===== src/rtl/clock_timebase_pkg.sv =====
// Shared constants, mode encoding and helpers for the clock timebase.
package clock_timebase_pkg;

  // 1 ms terminal count for a 100 MHz reference clock
  localparam int unsigned DEFAULT_LIMIT_100MHZ_MS = 99999;

  // Every stage count is reported in a 4-bit slice, zero-extended
  localparam int unsigned STAGE_CNT_W = 4;

  // Decoded operating mode; the order of the decode is the control priority
  typedef enum logic [1:0] {
    MODE_CLEAR = 2'd0,  // i_enable low: synchronous clear
    MODE_PAUSE = 2'd1,  // i_pause high: hold everything, no pulses
    MODE_RUN   = 2'd2   // normal counting
  } tb_mode_e;

  // LSB position of stage k inside the packed o_stage_cnt bus
  function automatic int unsigned stage_lsb(input int unsigned k);
    return k * STAGE_CNT_W;
  endfunction

endpackage


===== src/rtl/clock_timebase_if.sv =====
// Control and status bundle of the clock timebase.
// Handshake: there is no valid/ready pair; i_limit_wr is a single-cycle
// write strobe sampled on every rising i_clk edge, and all outputs are
// level signals valid for the whole cycle (pulses are one cycle wide).
interface clock_timebase_if #(
  parameter int unsigned WIDTH    = 32,
  parameter int unsigned N_STAGES = 4
);
  import clock_timebase_pkg::*;

  logic                            i_enable;
  logic                            i_pause;
  logic                            i_limit_wr;
  logic [WIDTH-1:0]                i_limit;
  logic [WIDTH-1:0]                o_count;
  logic                            o_tick;
  logic [N_STAGES-1:0]             o_stage_pulse;
  logic [STAGE_CNT_W*N_STAGES-1:0] o_stage_cnt;

  // Controller side: drives controls, observes status
  modport master (
    output i_enable, i_pause, i_limit_wr, i_limit,
    input  o_count, o_tick, o_stage_pulse, o_stage_cnt
  );

  // Timebase side
  modport slave (
    input  i_enable, i_pause, i_limit_wr, i_limit,
    output o_count, o_tick, o_stage_pulse, o_stage_cnt
  );

endinterface


===== src/rtl/clock_timebase_mod_n_counter.sv =====
// Modulo-MOD counter stage with clear, hold and increment-enable.
// o_wrap is combinational and high in the cycle the counter rolls to 0.
module mod_n_counter #(
  parameter int unsigned MOD = 10,
  parameter int unsigned W   = 4
) (
  input  logic         i_clk,
  input  logic         i_rstn,
  input  logic         i_clr,
  input  logic         i_hold,
  input  logic         i_inc,
  output logic [W-1:0] o_cnt,
  output logic         o_wrap
);

  logic [W-1:0] cnt_q;
  logic         at_top;

  assign at_top = (cnt_q == W'(MOD - 1));
  assign o_wrap = i_inc & ~i_hold & ~i_clr & at_top;
  assign o_cnt  = cnt_q;

  // Stage register: clear beats hold beats increment
  always_ff @(posedge i_clk or negedge i_rstn) begin
    if (!i_rstn) begin
      cnt_q <= '0;
    end else if (i_clr) begin
      cnt_q <= '0;
    end else if (!i_hold && i_inc) begin
      cnt_q <= at_top ? '0 : cnt_q + W'(1);
    end
  end

endmodule


===== src/rtl/clock_timebase.sv =====
// Timebase generator: programmable prescaler producing o_tick, followed by
// a cascade of modulo stages that divide the tick into slower pulses.
module clock_timebase
  import clock_timebase_pkg::*;
#(
  parameter int unsigned WIDTH         = 32,
  parameter int unsigned DEFAULT_LIMIT = DEFAULT_LIMIT_100MHZ_MS,
  parameter int unsigned N_STAGES      = 4,
  parameter int unsigned STAGE_MOD     = 10
) (
  input  logic            i_clk,
  input  logic            i_rstn,
  clock_timebase_if.slave bus
);

  logic [WIDTH-1:0] count_q;
  logic [WIDTH-1:0] limit_q;
  logic             at_limit;
  logic             tick;
  logic             clr;
  logic             hold;
  tb_mode_e         mode;

  // Decode control priority: disable clears, then pause holds, else run
  always_comb begin
    mode = MODE_RUN;
    if (!bus.i_enable) begin
      mode = MODE_CLEAR;
    end else if (bus.i_pause) begin
      mode = MODE_PAUSE;
    end
  end

  assign clr  = (mode == MODE_CLEAR);
  assign hold = (mode == MODE_PAUSE);

  // >= so a limit lowered below the running count wraps on the next edge
  assign at_limit = (count_q >= limit_q);
  assign tick     = (mode == MODE_RUN) & at_limit;

  // Limit register: writes land regardless of enable/pause
  always_ff @(posedge i_clk or negedge i_rstn) begin
    if (!i_rstn) begin
      limit_q <= WIDTH'(DEFAULT_LIMIT);
    end else if (bus.i_limit_wr) begin
      limit_q <= bus.i_limit;
    end
  end

  // Prescaler: wraps at the limit, so the plain add never overflows
  always_ff @(posedge i_clk or negedge i_rstn) begin
    if (!i_rstn) begin
      count_q <= '0;
    end else begin
      case (mode)
        MODE_CLEAR: count_q <= '0;
        MODE_PAUSE: count_q <= count_q;
        default:    count_q <= at_limit ? '0 : count_q + WIDTH'(1);
      endcase
    end
  end

  assign bus.o_count = count_q;
  assign bus.o_tick  = tick;

  // Divide chain: stage 0 counts ticks, stage k counts wraps of stage k-1
  for (genvar k = 0; k < N_STAGES; k++) begin : g_stage
    localparam int unsigned LSB = stage_lsb(k);

    logic                   inc;
    logic                   wrap;
    logic [STAGE_CNT_W-1:0] cnt;

    if (k == 0) begin : g_first
      assign inc = tick;
    end else begin : g_next
      assign inc = g_stage[k-1].wrap;
    end

    mod_n_counter #(
      .MOD (STAGE_MOD),
      .W   (STAGE_CNT_W)
    ) u_stage (
      .i_clk  (i_clk),
      .i_rstn (i_rstn),
      .i_clr  (clr),
      .i_hold (hold),
      .i_inc  (inc),
      .o_cnt  (cnt),
      .o_wrap (wrap)
    );

    assign bus.o_stage_pulse[k]                 = wrap;
    assign bus.o_stage_cnt[LSB +: STAGE_CNT_W]  = cnt;
  end

endmodule

===== src/flat_wrapper.sv =====
// flat-port wrapper written by rule: the top's interface ports become plain ports
module clock_timebase_flat import clock_timebase_pkg::*;
#(
  parameter int unsigned WIDTH         = 32,
  parameter int unsigned DEFAULT_LIMIT = DEFAULT_LIMIT_100MHZ_MS,
  parameter int unsigned N_STAGES      = 4,
  parameter int unsigned STAGE_MOD     = 10
)
  (i_clk, i_rstn, bus_i_enable, bus_i_pause, bus_i_limit_wr, bus_i_limit, bus_o_count, bus_o_tick, bus_o_stage_pulse, bus_o_stage_cnt);
  clock_timebase_if #(.WIDTH(WIDTH), .N_STAGES(N_STAGES)) bus_i ();
  input  logic i_clk;
  input  logic i_rstn;
  input wire logic [$bits(bus_i.i_enable)-1:0] bus_i_enable;
  input wire logic [$bits(bus_i.i_pause)-1:0] bus_i_pause;
  input wire logic [$bits(bus_i.i_limit_wr)-1:0] bus_i_limit_wr;
  input wire logic [$bits(bus_i.i_limit)-1:0] bus_i_limit;
  output wire logic [$bits(bus_i.o_count)-1:0] bus_o_count;
  output wire logic [$bits(bus_i.o_tick)-1:0] bus_o_tick;
  output wire logic [$bits(bus_i.o_stage_pulse)-1:0] bus_o_stage_pulse;
  output wire logic [$bits(bus_i.o_stage_cnt)-1:0] bus_o_stage_cnt;
  assign bus_i.i_enable = bus_i_enable;
  assign bus_i.i_pause = bus_i_pause;
  assign bus_i.i_limit_wr = bus_i_limit_wr;
  assign bus_i.i_limit = bus_i_limit;
  assign bus_o_count = bus_i.o_count;
  assign bus_o_tick = bus_i.o_tick;
  assign bus_o_stage_pulse = bus_i.o_stage_pulse;
  assign bus_o_stage_cnt = bus_i.o_stage_cnt;
  clock_timebase #(.WIDTH(WIDTH), .DEFAULT_LIMIT(DEFAULT_LIMIT), .N_STAGES(N_STAGES), .STAGE_MOD(STAGE_MOD)) u_core (.i_clk(i_clk), .i_rstn(i_rstn), .bus(bus_i));
endmodule

===== config.mk =====
export PLATFORM = sky130hd
export DESIGN_NAME = clock_timebase_flat
export DESIGN_NICKNAME = d
export VERILOG_FILES = /design/src/rtl/clock_timebase_pkg.sv /design/src/rtl/clock_timebase_if.sv /design/src/rtl/clock_timebase_mod_n_counter.sv /design/src/rtl/clock_timebase.sv /design/src/flat_wrapper.sv
export SDC_FILE = /design/constraint.sdc
export NUM_CORES = 1
export LEC_CHECK = 0
export ABC_CLOCK_PERIOD_IN_PS = 4600
export CAP_MARGIN = 40
export CELL_PAD_IN_SITES_DETAIL_PLACEMENT = 1
export CELL_PAD_IN_SITES_GLOBAL_PLACEMENT = 1
export CORE_UTILIZATION = 40
export DETAILED_ROUTE_END_ITERATION = 6
export PLACE_DENSITY = 0.8
export REMOVE_ABC_BUFFERS = 1
export SLEW_MARGIN = 15
export SYNTH_ARGS = -nofsm -noshare
export SYNTH_HDL_FRONTEND = slang
export SYNTH_SLANG_ARGS = --single-unit
export TNS_END_PERCENT = 10

===== constraint.sdc =====
create_clock -name i_clk -period 4.6 [get_ports i_clk]
set_input_delay 0.92 -clock i_clk [delete_from_list [all_inputs] [get_ports i_clk]]
set_output_delay 0.92 -clock i_clk [all_outputs]
set_load 0.02 [all_outputs]

==> impl_metrics.json, run 1 <==
{
  "clock-sinks": 80,
  "htree_levels": 3,
  "clock_tree.buffer_depth": 2,
  "crit_slowest_cell": "clkdlybuf4s50_1",
  "ys.flop_type": "dfrtp_1",
  "cts_root_buf": "clkbuf_16",
  "hold_buffers": 0,
  "synth-edff-count": 0,
  "core-area_mm2": 0.0114,
  "cts_buffers": 9,
  "yosysMostFrequentCell": "nand2_1",
  "setup_viol_count_final": 0,
  "finalCritPeriodShare_pct": 94.5,
  "yosys-top-cells-count": "86 x nand2_1, 70 x dfrtp_1, 45 x o21ai_0, 44 x inv_1, 41 x ha_1",
  "layout_min_cycle_time_ns": 4.35,
  "peakVddDrop_v": 0.000152,
  "dpl.cell_count": 742,
  "grt-ovfl-total": 0,
  "row_count": 39,
  "die_area_mm2": 0.0122,
  "critPathKind": "flip-flop to output pin",
  "syn-cell-area_mm2": 0.00469,
  "areaGrowthSynthToFinish_pct": 27.6,
  "cp.required_ns": 3.68,
  "crit_path_start_kind": "flip-flop",
  "drt-total-wl_um": 13000,
  "setup_tns_ns": 0,
  "max_freq_mhz": 230,
  "instances_no_fill": 758,
  "yosys_warnings": 0,
  "io_pins": 90,
  "end_kind": "output pin",
  "via_per_inst": 5.56,
  "cts_setup_buffers": 0,
  "synth-async-reset-ratio_pct": 100,
  "critical-path-max-stage-delay_ns": 0.66,
  "routabilityCongestion": 0.754,
  "path_cells": "inv_1 -> ha_1 -> and4_1 -> nand4_1 -> or3_1 -> a31oi_4 -> o21ai_1 -> nor2_2 -> clkdlybuf4s50_1",
  "port_buffers": 89,
  "worst_pin_slew_ns": 0.758,
  "synth.distinct_cells": 52,
  "grt_max_degree": 59,
  "synth_seq_cells": 80,
  "first_global_vias": 4359,
  "track_usage_pct": 22.8,
  "rr_startpoint": "u_core.limit_q[15]$_DFFE_PN1P_",
  "cts_tree": "done",
  "grt_pass1_wl_um": 21300,
  "vias": 4218,
  "ant_nets": 0,
  "hp-class": "flip-flop to flip-flop",
  "maxSlewHeadroom_pct": 49.5,
  "antenna_found_initial": 0,
  "syn_inst": 528,
  "final_nets": 688,
  "die_h_um": 110,
  "drc": 0,
  "hp-start": "u_core.limit_q[10]$_DFFE_PN1P_",
  "status": "finished, final reports clean",
  "place_area_mm2": 0.00571,
  "synth_area_leaders": "dfrtp_1 37%, ha_1 11%, nand2_1 6.9%",
  "drt_iter0_markers": 187,
  "syn_area_per_cell_um2": 8.88,
  "leakagePower_nw": 2.63,
  "yosys.area.top_type": "dfrtp_1",
  "clk_latency_ns": 0.34,
  "synth_seq_area_share_pct": 43.0,
  "initial_utilization_pct": 41.0,
  "clkSlewWorstSetupHoldPaths_ns": 0.06,
  "crit_fanout": 5,
  "drv_cap": 0,
  "ctsResizeCount": 0,
  "die_x_um": 110,
  "num_antenna_cells": 0,
  "worstPathArrival_ns": 3.43,
  "fin_skew_ns": 0.00601,
  "firstDrtPassIters": 4,
  "rsz0062_at_grt": "false",
  "avgRoutedWirePerCell_um": 17.1,
  "hpwl_um": 9280,
  "yosys.area.top_type_share_pct": 37.4,
  "cp-startpoint": "u_core.limit_q[15]$_DFFE_PN1P_",
  "final_layout_size_suffix_gt1_share_pct": 6.50,
  "slew_violations": 0,
  "design_area_mm2": 0.00598,
  "p_per_area_mw_per_mm2": 269,
  "hold_viol": 0
}
[cell usage in the layout (no fill, tap or decap), types with 6 or more instances in the layout]
master and count:
or3_1 6, nand2b_1 6, dfstp_2 10, nand4_1 9, clkdlybuf4s50_1 87, inv_1 44
a31oi_1 20, clkbuf_16 9, a21oi_1 25, nand3_1 23, and4_1 6, nor2_1 24
nand2_1 86, ha_1 41, mux2i_1 7, buf_4 6, dfrtp_1 70, o21ai_0 45
and3_1 6
[critical path: cells and delay by family, from the launching register on]
family	cells	cell delay, ns
fa+ha+maj	1	0.27
flops	1	0.51
buf+inv	2	0.71
compound gates	2	0.48
simple gates	4	1.10
[power by group]
group / total [mW] / internal [mW] / switching (mW)
clock: 0.676 / 0.395 / 0.280
combinational: 0.179 / 0.0762 / 0.103
sequential: 0.754 / 0.739 / 0.0147
[logic make-up after synthesis]
| logic type | Yosys count | synth area share (%) |
|---|---|---|
| adder cells (fa/ha/maj) | 41 | 10.9 |
| buffers and inverters | 68 | 5.90 |
| flip-flops | 80 | 43.0 |
| AO/OA/AOI/OAI | 134 | 18.0 |
| XOR/XNOR | 2 | 0.374 |
| AND/OR/NAND/NOR | 195 | 20.1 |
| multiplexers | 8 | 1.74 |
[area by class of cell]
class	instances	area (um2)
fill	1364	5440
multi-input combinational	380	2400
sequential	80	2010
tap	143	179
clock inverter	1	5.00
timing repair buffer	95	948
inverter	44	165
clock buffer	15	268
[flip-flops by register name, summed over array words and instances (netlist names)]
signal and cells:
u_core.bus.o_count 32, u_core.g_stage.u_stage.o_cnt 16, u_core.limit_q 32
[stage by stage]
stage	hold WS, ns	worst slack, ns	util, %	power [mW]
2_1_floorplan	0.474	-0.530	-	0.846
3_3_place_gp	0.494	0.682	49.7	0.933
3_5_place_dp	0.500	0.585	50.0	0.946
4_1_cts	0.509	0.218	52.4	1.62
5_1_grt	0.534	0.0375	52.4	1.67
6_report	0.505	0.254	52.4	1.61
[per-layer routing]
layer	wire [um]	GRT usage (%)	vias up	share of wire [%]
met5	0	0	-	0
met4	153	7.33	0	1.2
met3	472	3.29	12	3.6
met2	6560	40.3	84	51
li1	-	-	2035	-
met1	5780	28.5	2087	45
[path summary, 6_finish.rpt]
check	slack [ns]	cells past startpoint	to
min	0.50	2	u_core.limit_q[10]$_DFFE_PN1P_
min in group asynchronous	0.56	1	u_core.g_stage[3].u_stage.o_cnt[3]$_DFFE_PN0P_
max	0.25	9	bus_o_stage_pulse[2]
min reg2reg	0.50	2	u_core.limit_q[10]$_DFFE_PN1P_
max reg2reg	1.54	10	u_core.g_stage[2].u_stage.o_cnt[2]$_DFFE_PN0P_
max in group asynchronous	3.08	2	u_core.limit_q[0]$_DFFE_PN1P_
(Power assumes the default switching activity.)
==> inputs of run 2 (changes only) <==
Settings changed: REMOVE_ABC_BUFFERS 1 to not set.
==> run 2 against run 1 <==
Effect of this change: clock skew increased by 0.0012 ns; global-route usage increased by 0.46 points; setup slack improved by 0.046 ns; non-clock buffer count unchanged; hold slack improved by 0.00051 ns; register-to-register slack got worse by 0.03 ns; first-iteration DRC count decreased by 33%; sequential power about the same.
==> impl_metrics.json, run 2 (synthesis results as in run 1) <==
{
  "grt-ovfl-total": 0,
  "core-area_mm2": 0.0114,
  "track_usage_pct": 23.3,
  "drt-total-wl_um": 13100,
  "most-common-layout-cells": "87 x clkdlybuf4s50_1, 86 x nand2_1, 70 x dfrtp_1",
  "pwr-share-clk_pct": 42.9,
  "num-fill-cells": 1345,
  "peakVddDrop_v": 0.000148,
  "hpwl_um": 9540,
  "areaGrowthSynthToFinish_pct": 28.3,
  "avgRoutedWirePerCell_um": 17.3,
  "num_antenna_cells": 0,
  "final_nets": 688,
  "p_per_area_mw_per_mm2": 272,
  "grt.busiest_layer": "met2",
  "crit_fanout": 5,
  "clk_latency_ns": 0.35,
  "worstPathArrival_ns": 3.38,
  "crit_path_start_kind": "flip-flop",
  "die_area_mm2": 0.0122,
  "setup_tns_ns": 0,
  "final_layout_size_suffix_gt1_share_pct": 6.99,
  "hp-class": "flip-flop to flip-flop",
  "power_frac_comb_pct": 11.1,
  "switchingPower_uw": 414,
  "ant_nets": 0,
  "maxSlewHeadroom_pct": 45.6,
  "initial_utilization_pct": 41.0,
  "cts_tree": "done",
  "clock_tree.buffer_depth": 2,
  "worst_pin_slew_ns": 0.815,
  "swShare_pct": 25.3,
  "holdWs_ns": 0.505,
  "clock-sinks": 80,
  "grt_max_degree": 59,
  "row_count": 39,
  "drt_iter0_markers": 126,
  "met2_usage_pct": 40.1,
  "critPathKind": "flip-flop to output pin",
  "routabilityCongestion": 0.790,
  "hold_viol": 0,
  "die_h_um": 110,
  "vias": 4226,
  "power_mw": 1.64,
  "cts_root_buf": "clkbuf_16",
  "hold_buffers": 0,
  "grtUsageMet1_pct": 29.1,
  "p_seq_share_pct": 46.0,
  "fin_skew_ns": 0.00719,
  "slew_violations": 0,
  "port_buffers": 89,
  "cp.required_ns": 3.68,
  "via_per_inst": 5.58,
  "clkSlewWorstSetupHoldPaths_ns": 0.06,
  "leakagePower_nw": 2.65,
  "rsz0062_at_grt": "false",
  "final_common_cell": "clkdlybuf4s50_1",
  "max_freq_mhz": 233,
  "htree_levels": 3,
  "first_global_vias": 4402,
  "drv_cap": 0,
  "cts_setup_buffers": 0,
  "status": "finished, final reports clean",
  "antenna_found_initial": 0,
  "firstDrtPassIters": 4,
  "die_x_um": 110,
  "cts_buffers": 9,
  "grt_pass1_wl_um": 21700,
  "syn_nets": 606,
  "end_kind": "output pin",
  "p_int_mw": 1.22,
  "met3_usage_pct": 3.35,
  "setup_viol_count_final": 0,
  "ctsResizeCount": 0,
  "finalCritPeriodShare_pct": 93.5,
  "io_pins": 90,
  "drc": 0,
  "layout_min_cycle_time_ns": 4.30
}
[run 2: cell types whose count changed in the layout (fill, tap and decap cells not counted), sizes merged]
cell | previous run | this run
clkbuf | 15 | 13
clkinv | 1 | 3
[run 2: layout make-up]
type	instances	area [um2]	share of cell area, %
well taps	143	179	2.98
clock inverters	3	15.0	0.250
repair buffers	95	968	16.1
flip-flops and latches	80	2010	33.5
inverters	44	165	2.75
clock buffers	13	270	4.49
multi-input cells	380	2400	39.9
[run 2: metrics by stage]
step                utilization [%]  cell area [um2]  setup slack (ns)  instances
floorplan                         -             4690              1.23        528
global placement               49.7             5670             0.691        740
detailed placement             50.2             5730             0.635        742
CTS                            52.7             6010             0.254        758
global route                   52.7             6010            0.0629        758
finish                         52.7             6010             0.300        758
[run 2: worst paths after layout]
check / slack, ns / end / startpoint / cells after the start
max in group asynchronous: 3.41 / u_core.limit_q[4]$_DFFE_PN1P_ / i_rstn / 2
min in group asynchronous: 0.52 / u_core.g_stage[0].u_stage.o_cnt[3]$_DFFE_PN0P_ / i_rstn / 1
max reg2reg: 1.51 / u_core.bus.o_count[6]$_DFFE_PN0N_ / u_core.limit_q[10]$_DFFE_PN1P_ / 9
min: 0.51 / u_core.limit_q[2]$_DFFE_PN1P_ / u_core.limit_q[2]$_DFFE_PN1P_ / 2
max: 0.30 / bus_o_stage_pulse[2] / u_core.limit_q[15]$_DFFE_PN1P_ / 9
min reg2reg: 0.51 / u_core.limit_q[2]$_DFFE_PN1P_ / u_core.limit_q[2]$_DFFE_PN1P_ / 2
[run 2: metal layers]
layer	routed length, um	share of wire, %
met1	5830	44
met2	6560	50
met3	493	3.8
met4	241	1.8
met5	0	0
[run 2: critical path, cell delays in order (launching register included)]
cell	delay, ns
dfstp_2	0.51
inv_1	0.05
ha_1	0.28
and4_1	0.23
nand4_1	0.10
or3_1	0.44
a31oi_4	0.29
o21ai_1	0.17
nor2_2	0.30
clkdlybuf4s50_1	0.66
[run 2: power by group through the flow]
| stage | Sequential, mW | Clock, mW | Combinational (mW) |
|---|---|---|---|
| after floorplan | 0.767 | 0 | 0.0884 |
| after detailed placement | 0.766 | 0 | 0.183 |
| after global routing | 0.757 | 0.741 | 0.208 |
| after global placement | 0.764 | 0 | 0.169 |
| final | 0.754 | 0.702 | 0.182 |
| after CTS | 0.754 | 0.715 | 0.186 |
==> inputs of run 3 (changes only) <==
Settings changed: CAP_MARGIN 40 to not set.
==> run 3 against run 2 <==
Effect of this change: combinational power down 4%; first-iteration DRC count down 21%; final cell count fell by 0.26%; setup slack worse by 0.041 ns; flip-flop and latch count unchanged; global-route usage fell by 0.63 points; power decreased by 0.52%; clock-buffer cell count rose by 3; final area down 0.98%; via count up 0.47%; sequential power about the same; critical path type unchanged; largest cell class unchanged.
==> impl_metrics.json, run 3 (synthesis results as in run 1) <==
{
  "status": "finished, final reports clean",
  "vias": 4246,
  "maxSlewHeadroom_pct": 30.0,
  "cts_setup_buffers": 0,
  "first_global_vias": 4367,
  "port_buffers": 89,
  "areaGrowthSynthToFinish_pct": 27.0,
  "worst_pin_slew_ns": 1.05,
  "crit_slowest_cell": "a311oi_1",
  "drc": 0,
  "die_h_um": 110,
  "critical-path-max-stage-delay_ns": 0.57,
  "drt-total-wl_um": 12900,
  "crit_top_cell": "inv_1",
  "ctsResizeCount": 0,
  "swShare_pct": 24.9,
  "p_int_mw": 1.22,
  "cts_tree": "done",
  "htree_levels": 3,
  "rsz0062_at_grt": "false",
  "leakagePower_nw": 2.61,
  "p_per_area_mw_per_mm2": 274,
  "clkSlewWorstSetupHoldPaths_ns": 0.06,
  "hpwl_um": 9250,
  "critPathKind": "flip-flop to output pin",
  "grt_max_degree": 81,
  "crit_fanout": 7,
  "core-area_mm2": 0.0114,
  "power_frac_comb_pct": 10.8,
  "setup_tns_ns": 0,
  "clock_tree.buffer_depth": 2,
  "antenna_found_initial": 0,
  "drv_cap": 0,
  "grt_pass1_wl_um": 21100,
  "end_kind": "output pin",
  "io_pins": 90,
  "fin_util_pct": 52.1,
  "cp.required_ns": 3.68,
  "fin_skew_ns": 0.00856,
  "final_common_cell": "clkdlybuf4s50_1",
  "via_per_inst": 5.62,
  "pwr-share-clk_pct": 43.0,
  "die_x_um": 110,
  "worstPathArrival_ns": 3.42,
  "hold_buffers": 0,
  "layout_min_cycle_time_ns": 4.34,
  "most-common-layout-cells": "87 x clkdlybuf4s50_1, 86 x nand2_1, 70 x dfrtp_1",
  "final_nets": 686,
  "initial_utilization_pct": 41.0,
  "clk_latency_ns": 0.35,
  "slew_violations": 0,
  "cts_buffers": 9,
  "finalCritPeriodShare_pct": 94.4,
  "grt-ovfl-total": 0,
  "row_count": 39,
  "die_area_mm2": 0.0122,
  "drt_iter0_markers": 100,
  "cts_root_buf": "clkbuf_16",
  "firstDrtPassIters": 4,
  "hold_viol": 0,
  "holdWs_ns": 0.507,
  "ant_nets": 0,
  "critPathTopFamily": "compound AO/OA/AOI/OAI gates",
  "crit_path_start_kind": "flip-flop",
  "num-fill-cells": 1344,
  "path_cells": "inv_1 -> ha_1 -> and4_1 -> a311oi_1 -> a31oi_4 -> o211ai_1 -> inv_1 -> clkdlybuf4s50_1",
  "avgRoutedWirePerCell_um": 17.1,
  "clock-sinks": 80,
  "routabilityCongestion": 0.790,
  "path_buf_inv": 3,
  "num_antenna_cells": 0,
  "track_usage_pct": 22.6,
  "max_freq_mhz": 230,
  "setup_viol_count_final": 0,
  "peakVddDrop_v": 0.000153,
  "final_layout_size_suffix_gt1_share_pct": 6.20,
  "hp-class": "flip-flop to flip-flop",
  "p_seq_share_pct": 46.3,
  "syn_nets": 606,
  "switchingPower_uw": 406
}
-- run 3: changes by cell type in the layout (fill, tap and decap cells not counted) --
cell      previous run  this run
buf_16               2         0
clkbuf_1             1         4
clkinv_2             3         0
-- run 3: through the flow --
stage               setup slack [ns]  cells  power (mW)  area, um2
floorplan                       1.23    528       0.855       4690
global placement               0.691    740       0.933       5670
detailed placement             0.655    740       0.944       5670
CTS                            0.251    756        1.64       5950
global route                   0.105    756        1.70       5950
finish                         0.259    756        1.63       5950
-- run 3: final timing paths --
check                                          startpoint                                        endpoint  slack [ns]  cells after the start
max in group asynchronous                          i_rstn                   u_core.limit_q[6]$_DFFE_PN0P_        3.17                      1
min in group asynchronous                          i_rstn  u_core.g_stage[0].u_stage.o_cnt[3]$_DFFE_PN0P_        0.76                      1
setup / recovery           u_core.limit_q[10]$_DFFE_PN1P_                            bus_o_stage_pulse[0]        0.26                      8
hold / removal              u_core.limit_q[2]$_DFFE_PN1P_                   u_core.limit_q[2]$_DFFE_PN1P_        0.51                      2
hold reg to reg             u_core.limit_q[2]$_DFFE_PN1P_                   u_core.limit_q[2]$_DFFE_PN1P_        0.51                      2
setup reg to reg           u_core.limit_q[10]$_DFFE_PN1P_              u_core.bus.o_count[12]$_DFFE_PN0N_        1.49                      9
-- run 3: final cells by class --
class                           instances  area (um2)  share of cell area, %
Multi-Input combinational cell        380        2400                   40.3
Sequential cell                        80        2010                   33.8
Timing Repair Buffer                   93         913                   15.3
Clock buffer                           16         282                   4.73
Tap cell                              143         179                   3.00
Inverter                               44         165                   2.77
-- run 3: tightest hold or removal path, cell delays in order (launching register included) --
cell and delay [ns]:
dfstp_2 0.36, inv_1 0.06, o21ai_0 0.08
-- run 3: layer usage --
layer	wire length (um)	up-vias	track usage [%]
met2	6390	89	38.4
met4	240	0	10.1
met5	0	-	0
met1	5740	2112	28.2
li1	-	2029	-
met3	525	16	3.64
-- run 3: power groups by stage --
stage          clock [mW]  combinational [mW]  sequential (mW)
4_1_cts             0.712               0.179            0.754
3_3_place_gp            0               0.169            0.764
6_report            0.701               0.175            0.754
5_1_grt             0.738               0.200            0.757
3_5_place_dp            0               0.177            0.767
2_1_floorplan           0              0.0884            0.767
